<file path="src/rtl/uart_tx_fifo.sv">
// uart_tx_fifo: byte FIFO plus drain sequencer feeding uart_tx over the
// data/act/busy handshake. Producers may write one byte per cycle; the
// sequencer issues one start pulse per byte and waits for the frame to finish.
module uart_tx_fifo #(
  parameter int DEPTH        = 16,
  parameter int AW           = 4,
  parameter int BUSY_TIMEOUT = 4
) (
  input  logic          i_clock,
  input  logic          i_reset,
  input  logic [7:0]    i_wr_data,
  input  logic          i_wr_en,
  output logic          o_full,
  output logic          o_empty,
  output logic [AW:0]   o_count,
  output logic          o_overflow,
  output logic [7:0]    o_tx_data,
  output logic          o_tx_act,
  input  logic          i_tx_busy
);

  localparam int TW = $clog2(BUSY_TIMEOUT + 1);
  localparam logic [AW:0]   FULL_CNT = (AW+1)'(DEPTH);
  localparam logic [TW-1:0] TO_LAST  = TW'(BUSY_TIMEOUT - 1);

  typedef enum logic [1:0] {
    S_IDLE,
    S_START,
    S_WAIT_BUSY,
    S_WAIT_DONE
  } state_t;

  logic [7:0]    mem [DEPTH];
  logic [AW-1:0] wr_q, rd_q;
  logic [AW:0]   count_q, count_d;
  logic          full_q, empty_q, ovf_q;
  state_t        state_q;
  logic [TW-1:0] to_q;
  logic [7:0]    tx_data_q;
  logic          tx_act_q;
  logic          push, pop;

  // Full is the registered flag, so a write while full is dropped even if a
  // pop happens in the same cycle. Pops only come from an idle sequencer.
  assign push = i_wr_en && !full_q;
  assign pop  = (state_q == S_IDLE) && !empty_q && !i_tx_busy;

  // Next occupancy; simultaneous push and pop leave it unchanged.
  always_comb begin
    count_d = count_q;
    case ({push, pop})
      2'b10:   count_d = count_q + 1'b1;
      2'b01:   count_d = count_q - 1'b1;
      default: count_d = count_q;
    endcase
  end

  // Byte storage; contents need no reset since pointers define validity.
  always_ff @(posedge i_clock) begin
    if (push) mem[wr_q] <= i_wr_data;
  end

  // Pointers, occupancy, registered flags and the sticky overflow bit.
  always_ff @(posedge i_clock) begin
    if (i_reset) begin
      wr_q    <= '0;
      rd_q    <= '0;
      count_q <= '0;
      full_q  <= 1'b0;
      empty_q <= 1'b1;
      ovf_q   <= 1'b0;
    end else begin
      if (push) wr_q <= wr_q + 1'b1;
      if (pop)  rd_q <= rd_q + 1'b1;
      count_q <= count_d;
      full_q  <= (count_d == FULL_CNT);
      empty_q <= (count_d == '0);
      if (i_wr_en && full_q) ovf_q <= 1'b1;
    end
  end

  // Drain sequencer: pop and pulse act, then wait for busy to rise and fall.
  // If busy never rises within the timeout the byte is treated as sent.
  always_ff @(posedge i_clock) begin
    if (i_reset) begin
      state_q   <= S_IDLE;
      to_q      <= '0;
      tx_data_q <= 8'h00;
      tx_act_q  <= 1'b0;
    end else begin
      case (state_q)
        S_IDLE: begin
          if (pop) begin
            tx_data_q <= mem[rd_q];
            tx_act_q  <= 1'b1;
            state_q   <= S_START;
          end
        end
        S_START: begin
          tx_act_q <= 1'b0;
          to_q     <= '0;
          state_q  <= S_WAIT_BUSY;
        end
        S_WAIT_BUSY: begin
          if (i_tx_busy) begin
            state_q <= S_WAIT_DONE;
          end else begin
            to_q <= to_q + TW'(1);
            if (to_q == TO_LAST) state_q <= S_IDLE;
          end
        end
        S_WAIT_DONE: begin
          if (!i_tx_busy) state_q <= S_IDLE;
        end
        default: state_q <= S_IDLE;
      endcase
    end
  end

  assign o_full     = full_q;
  assign o_empty    = empty_q;
  assign o_count    = count_q;
  assign o_overflow = ovf_q;
  assign o_tx_data  = tx_data_q;
  assign o_tx_act   = tx_act_q;

endmodule

</file>
<file path="config.mk">
export PLATFORM = sky130hd
export DESIGN_NAME = uart_tx_fifo
export DESIGN_NICKNAME = d
export VERILOG_FILES = /design/src/rtl/uart_tx_fifo.sv
export SDC_FILE = /design/constraint.sdc
export NUM_CORES = 1
export LEC_CHECK = 0
export ABC_AREA = 1
export ABC_CLOCK_PERIOD_IN_PS = 2200
export CAP_MARGIN = 5
export CELL_PAD_IN_SITES_DETAIL_PLACEMENT = 1
export CELL_PAD_IN_SITES_GLOBAL_PLACEMENT = 2
export CORE_MARGIN = 1.5
export CORE_UTILIZATION = 40
export CTS_CLUSTER_DIAMETER = 40
export DETAILED_ROUTE_END_ITERATION = 10
export PLACE_DENSITY_LB_ADDON = 0.08
export SYNTH_ARGS = -nofsm -noshare
export SYNTH_HDL_FRONTEND = slang
export SYNTH_SLANG_ARGS = --single-unit
</file>
<file path="constraint.sdc">
create_clock -name i_clock -period 2.2 [get_ports i_clock]
set_input_delay 0.22 -clock i_clock [delete_from_list [all_inputs] [get_ports i_clock]]
set_output_delay 0.22 -clock i_clock [all_outputs]
set_load 0.03 [all_outputs]
</file>
==> impl_metrics.tcl, run 1 <==
set metrics [dict create \
    antenna_left 0 \
    yosysSeqAreaShare_pct 67.6 \
    clock_skew_ns 0.00941 \
    worstHoldStart "i_wr_en" \
    cp_data_required_time_ns 2.55 \
    antenna_cells 0 \
    ir_drop_uv 600 \
    grt_usage_pct 19.4 \
    relSlewSlack_pct 59.3 \
    synth_area_per_cell_um2 11.0 \
    postCtsHoldBufs 0 \
    num_rows 46 \
    use_met3_pct 3.90 \
    grt_max_degree 56 \
    syn2layout_area_growth_pct 19.4 \
    cts_resized 0 \
    syn_area_um2 6580 \
    cpPeakStageDelay_ns 0.36 \
    holdCritPathClass "in2reg" \
    drtIter0Drc 177 \
    min_period_over_period_pct 89.3 \
    dieArea_um2 17200 \
    place.gp.congestion 0.780 \
    drive_gt1_share_pct 11.1 \
    drv_slew 0 \
    finalInstanceArea_um2 7850 \
    regToRegStartpoint "state_q[0]" \
    clkTransAtPathRegs_ns 0.06 \
    synth-seq-cells 158 \
    cpMostUsedCell "nor2_1" \
    crit_fanout 5 \
    status "finished, final reports clean" \
    grt_pass1_wl_mm 25.6 \
    cts_setup_buffers 0 \
    cp.arrival_ns 2.32 \
    crit_type "reg2reg" \
    final_nets 674 \
    initial_utilization_pct 41.2 \
    root_buffer "clkbuf_16" \
    ys_types 28 \
    grt_busiest_layer "met2" \
    die_h_um 131 \
    yosys-top-cells-area "edfxtp_1 58%, dfxtp_1 9.1%, nor2_1 8.3%" \
    crit_buf_inv 1 \
    h-tree-depth 4 \
    drtPass1Iterations 4 \
    placed_area_um2 7230 \
    worstSkewPairLatency_ns 0.42 \
    power_leakage_nw 2.83 \
    dieWidth_um 131 \
    fmax_mhz 509 \
    vias 4562 \
    core-area_um2 15900 \
    grt_pass1_vias 4757 \
    cp-end-kind "flip-flop" \
    finalWirelength_mm 16.0 \
    startpoint "state_q[0]" \
    worst_pin_slew_ns 0.607 \
    cp_top_family "simple AND/OR/NAND/NOR gates" \
    synth_top_area_share_pct 58.5 \
    maxCapViolations 0 \
    start_kind "flip-flop" \
    hold_viol_final 0 \
    cts.sinks 158 \
    setup_viol 0 \
    synth_nets 623 \
    ioPinCount 29 \
    cts_buffers 17 \
    grt_util_met2_pct 32.6 \
    vias_per_cell 5.18 \
    port_buffers 28 \
    grt_overflow_total 0 \
    grt_util_met1_pct 24.6 \
    antenna_found_initial 1 \
    cpMaxStageDelayCell "dfxtp_4" \
    yosysWarnings 0 \
    syn_inst 600 \
    cts_tree "done" \
    layout_min_cycle_time_ns 1.97 \
    hpwlAfterDp_mm 10.5 \
    path_cells "nor2_1, nand2_1, inv_2, ha_4, nor2_1, nor2_1, ha_1, mux2i_1, nand2_1, nor2_1, nand3_1, o21bai_1" \
    yosysTopAreaCell "edfxtp_1" \
    drc 0 \
    power.total_mw 8.27 \
    wl_per_cell_um 18.2 \
    powerDensity_nw_per_um2 1050 \
    cts_max_path_buffers 2 \
]
[through the flow]
| step | TNS [ns] | setup slack, ns | cells | util (%) | hold slack (ns) |
|---|---|---|---|---|---|
| 2_1_floorplan | 0 | 0.0318 | 600 | - | 0.319 |
| 3_3_place_gp | -0.425 | -0.157 | 848 | 45.3 | 0.446 |
| 3_5_place_dp | -0.710 | -0.230 | 848 | 45.3 | 0.462 |
| 4_1_cts | 0 | 0.0677 | 880 | 49.1 | 0.427 |
| 5_1_grt | -0.0188 | -0.0188 | 880 | 49.3 | 0.499 |
| 6_report | 0 | 0.234 | 880 | 49.3 | 0.454 |
[cell usage after synthesis, drive strengths merged]
cell type / n
o21bai: 2
mux2i: 1
o22ai: 1
o211ai: 32
ha: 11
nor3: 2
a21oi: 16
nand2: 57
inv: 34
xor2: 1
xnor2: 1
a211oi: 1
nor4: 1
nor2: 146
dfxtp: 30
or2: 1
o21ai: 69
nand3: 33
edfxtp: 128
buf: 20
clkbuf: 10
clkinv: 2
nand3b: 1
[final cells by class]
| cell class | count | area [µm²] |
|---|---|---|
| multi-input cells | 376 | 1830 |
| inverters | 36 | 135 |
| well taps | 216 | 270 |
| clock inverters | 14 | 170 |
| clock buffers | 18 | 429 |
| flip-flops and latches | 158 | 4450 |
| repair buffers | 62 | 561 |
| fillers | 1761 | 8090 |
[routing by layer]
metal	share of wire (%)	up-vias
met1	45	2284
met2	50	57
li1	-	2190
met3	2.3	29
met5	0.11	-
met4	2.2	2
[layout by cell type, fill, tap and decap left out, types with 2 or more instances in the layout]
| cell type | synthesis | layout |
|---|---|---|
| clkinv_4 | 0 | 5 |
| inv_2 | 1 | 2 |
| edfxtp_1 | 128 | 128 |
| nor3_1 | 2 | 2 |
| clkbuf_16 | 0 | 17 |
| dfxtp_1 | 30 | 25 |
| a21oi_1 | 16 | 16 |
| clkinv_2 | 0 | 2 |
| bufinv_16 | 0 | 3 |
| dfxtp_2 | 0 | 4 |
| clkinv_1 | 2 | 3 |
| nand2_1 | 57 | 57 |
| clkinvlp_4 | 0 | 3 |
| clkdlybuf4s50_1 | 0 | 28 |
| buf_12 | 0 | 2 |
| o21bai_1 | 2 | 2 |
| inv_1 | 33 | 32 |
| o21ai_1 | 25 | 25 |
| ha_1 | 11 | 10 |
| buf_4 | 1 | 32 |
| o21ai_0 | 44 | 44 |
| nor2_1 | 146 | 146 |
| nand3_1 | 33 | 32 |
| o211ai_1 | 32 | 32 |
[state kept, by name (all words and copies together) (netlist names), 2 cells and up]
signal,count
mem,128
o_tx_data,8
o_count,5
rd_q,4
wr_q,4
to_q,3
state_q,2
[power breakdown]
| part | switching (mW) | internal [mW] | leakage (nW) | total (mW) |
|---|---|---|---|---|
| Combinational | 1.12 | 0.664 | 1.14 | 1.79 |
| Clock | 1.18 | 1.78 | 0.283 | 2.97 |
| Sequential | 0.128 | 3.39 | 1.40 | 3.52 |
[cells by family after synthesis]
kind of cell,count (synthesis),share of synthesized area (%)
compound gates,121,10.6
xor+xnor,2,0.266
fa+ha+maj,11,2.09
buf+inv,66,4.78
flops,158,67.6
mux,1,0.152
simple gates,241,14.6
[worst paths after layout]
check / cells after the start / slack [ns] / end
worst max register to register: 12 / 0.23 / o_empty
worst min register to register: 2 / 0.46 / to_q[2]
worst min-delay path: 3 / 0.45 / o_overflow
worst max-delay path: 12 / 0.23 / o_empty
[worst reg2reg max path, stage by stage (launching register included)]
cell and delay (ns):
dfxtp_4 0.36, nor2_1 0.08, nand2_1 0.10, inv_2 0.10, ha_4 0.15, nor2_1 0.05
nor2_1 0.16, ha_1 0.25, mux2i_1 0.17, nand2_1 0.08, nor2_1 0.12, nand3_1 0.11
o21bai_1 0.16
Power figures use the tool's default switching activity.
==> inputs of run 2 (changes only) <==
--- a/config.mk
+++ b/config.mk
@@ -12,8 +12,9 @@
 export CELL_PAD_IN_SITES_GLOBAL_PLACEMENT = 2
 export CORE_MARGIN = 1.5
 export CORE_UTILIZATION = 40
-export CTS_CLUSTER_DIAMETER = 40
+export CTS_CLUSTER_DIAMETER = 30
 export DETAILED_ROUTE_END_ITERATION = 10
+export HOLD_SLACK_MARGIN = 0.15
 export PLACE_DENSITY_LB_ADDON = 0.08
 export SYNTH_ARGS = -nofsm -noshare
 export SYNTH_HDL_FRONTEND = slang
==> results of run 2 <==
Same layout as run 1: the final DEF is identical, and so are final timing and power.
==> inputs of run 3 (changes only) <==
--- a/config.mk
+++ b/config.mk
@@ -11,9 +11,10 @@
 export CELL_PAD_IN_SITES_DETAIL_PLACEMENT = 1
 export CELL_PAD_IN_SITES_GLOBAL_PLACEMENT = 2
 export CORE_MARGIN = 1.5
-export CORE_UTILIZATION = 40
+export CORE_UTILIZATION = 42
 export CTS_CLUSTER_DIAMETER = 30
 export DETAILED_ROUTE_END_ITERATION = 10
+export DONT_BUFFER_PORTS = 1
 export HOLD_SLACK_MARGIN = 0.15
 export PLACE_DENSITY_LB_ADDON = 0.08
 export SYNTH_ARGS = -nofsm -noshare
==> impl_metrics.tcl, run 3 (synthesized netlist as in run 1, its figures left out) <==
set metrics [dict create \
    status "finished, final reports clean" \
    final_nets 659 \
    h-tree-depth 4 \
    wl_per_cell_um 19.2 \
    ir_drop_uv 577 \
    finalWirelength_mm 16.5 \
    min_to "state_q[0]" \
    drtIter0Drc 291 \
    fmax_mhz 495 \
    root_buffer "clkbuf_16" \
    drive_gt1_share_pct 12.2 \
    p_int_mw 5.52 \
    clock_skew_ns 0.0164 \
    hpwlAfterDp_mm 11.1 \
    syn2layout_area_growth_pct 16.6 \
    grt_pass1_wl_mm 26.0 \
    powerDensity_nw_per_um2 1040 \
    seqPwrFrac_pct 45.2 \
    hold_viol_final 0 \
    port_buffers 0 \
    layout_common_cells "144 x nor2_1, 128 x edfxtp_1, 57 x nand2_1" \
    relSlewSlack_pct 36.9 \
    grt_usage_pct 21.8 \
    min_path_cells 3 \
    reg2reg_depth 16 \
    grt_pass1_vias 4730 \
    antenna_found_initial 1 \
    power_leakage_nw 2.78 \
    cts_buffers 17 \
    place.gp.congestion 0.750 \
    fillers 1660 \
    setup_viol 0 \
    die_h_um 128 \
    initial_utilization_pct 43.1 \
    holdCritPathClass "in2reg" \
    cts.sinks 158 \
    worst_pin_slew_ns 0.943 \
    p_switching_mw 2.49 \
    largest_reg_flops 128 \
    pwr-share-clk_pct 35.0 \
    r2r_end "o_empty" \
    cp_data_required_time_ns 2.56 \
    crit_type "in2reg" \
    power_switching_share_pct 31.1 \
    ioPinCount 29 \
    worstSkewPairLatency_ns 0.44 \
    maxCapViolations 0 \
    vias_per_cell 5.26 \
    finalSetupTns_ns 0 \
    worstHoldStart "i_tx_busy" \
    mostFrequentLayoutCell "nor2_1" \
    cp.arrival_ns 2.38 \
    finish.utilization_pct 50.3 \
    clkTransAtPathRegs_ns 0.06 \
    antenna_left 0 \
    drv_slew 0 \
    cp-end-kind "flip-flop" \
    r2r_setup_slack_ns 0.21 \
    finalInstanceArea_um2 7670 \
    num_rows 45 \
    dieWidth_um 128 \
    p_comb_share_pct 19.8 \
    cts_tree "done" \
    regToRegStartpoint "state_q[1]" \
    layout_min_cycle_time_ns 2.02 \
    core-area_um2 15300 \
    drc 0 \
    min_period_over_period_pct 91.8 \
    start_kind "input pin" \
    top_register "mem" \
    dieArea_um2 16400 \
    drtPass1Iterations 4 \
    cts_max_path_buffers 2 \
    grt_overflow_total 0 \
    vias 4532 \
    placed_area_um2 6960 \
    crit_fanout 5 \
    grt_max_degree 67 \
]
## run 3: layer usage
metal  wire length, µm  GRT usage [%]  vias up
met4               223           7.53        0
met2              8350           36.4       95
met5                 0              0        -
met1              7260           27.9     2254
li1                  -              -     2166
met3               692           5.13       17
## run 3: worst max-delay path, stage by stage
cell,delay [ns]
dlygate4sd3_1,0.58
nor2_1,0.11
nand2_1,0.09
inv_2,0.09
ha_4,0.17
nand2_1,0.06
inv_1,0.09
nor2_2,0.05
ha_1,0.18
inv_1,0.05
nand2_1,0.07
inv_1,0.06
nand2_1,0.05
nand3_1,0.08
nand2_1,0.06
nor2_1,0.09
nand3_1,0.12
o21bai_1,0.18
## run 3: worst max path at each step
| stage | from | to | slack [ns] | cells past startpoint |
|---|---|---|---|---|
| floorplan | o_empty | o_empty | 0.03 | 14 |
| global placement | o_full | o_empty | 0.19 | 12 |
| detailed placement | state_q[0] | o_empty | 0.08 | 13 |
| CTS | i_wr_en | o_empty | 0.01 | 14 |
| global route | i_tx_busy | o_empty | -0.02 | 18 |
| finish | i_tx_busy | o_empty | 0.18 | 18 |
## run 3: power groups by stage
stage	registers [mW]	clock network (mW)	logic (mW)
after floorplan	3.68	0	1.06
after detailed placement	3.68	0	1.51
after CTS	3.62	2.85	1.59
after global placement	3.68	0	1.47
after global routing	3.64	2.96	1.80
final	3.62	2.80	1.59
## run 3: cell type report
cell class,count,area (µm²),area share [%]
sequential,158,4450,58.0
clock buffer,17,425,5.55
antenna,1,2.50,0.0326
timing repair buffer,47,422,5.50
clock inverter,15,134,1.75
tap,211,264,3.44
inverter,36,135,1.76
multi-input combinational,376,1840,24.0
## run 3: through the flow
stage / cells / hold WS [ns] / power, mW / worst slack, ns
6_report: 861 / 0.210 / 8.01 / 0.179
5_1_grt: 860 / 0.228 / 8.40 / -0.0191
4_1_cts: 858 / 0.193 / 8.06 / 0.0132
3_5_place_dp: 815 / 0.295 / 5.20 / 0.0817
3_3_place_gp: 815 / 0.292 / 5.14 / 0.189
2_1_floorplan: 600 / 0.319 / 4.74 / 0.0318
## run 3: timing repair
action / in CTS / in global routing
gates resized for setup: 0 / 9
hold buffers: 11 / 0
hold endpoints to repair: 156 / 0
endpoints found under the setup margin: 0 / 3
setup buffers: 0 / 2
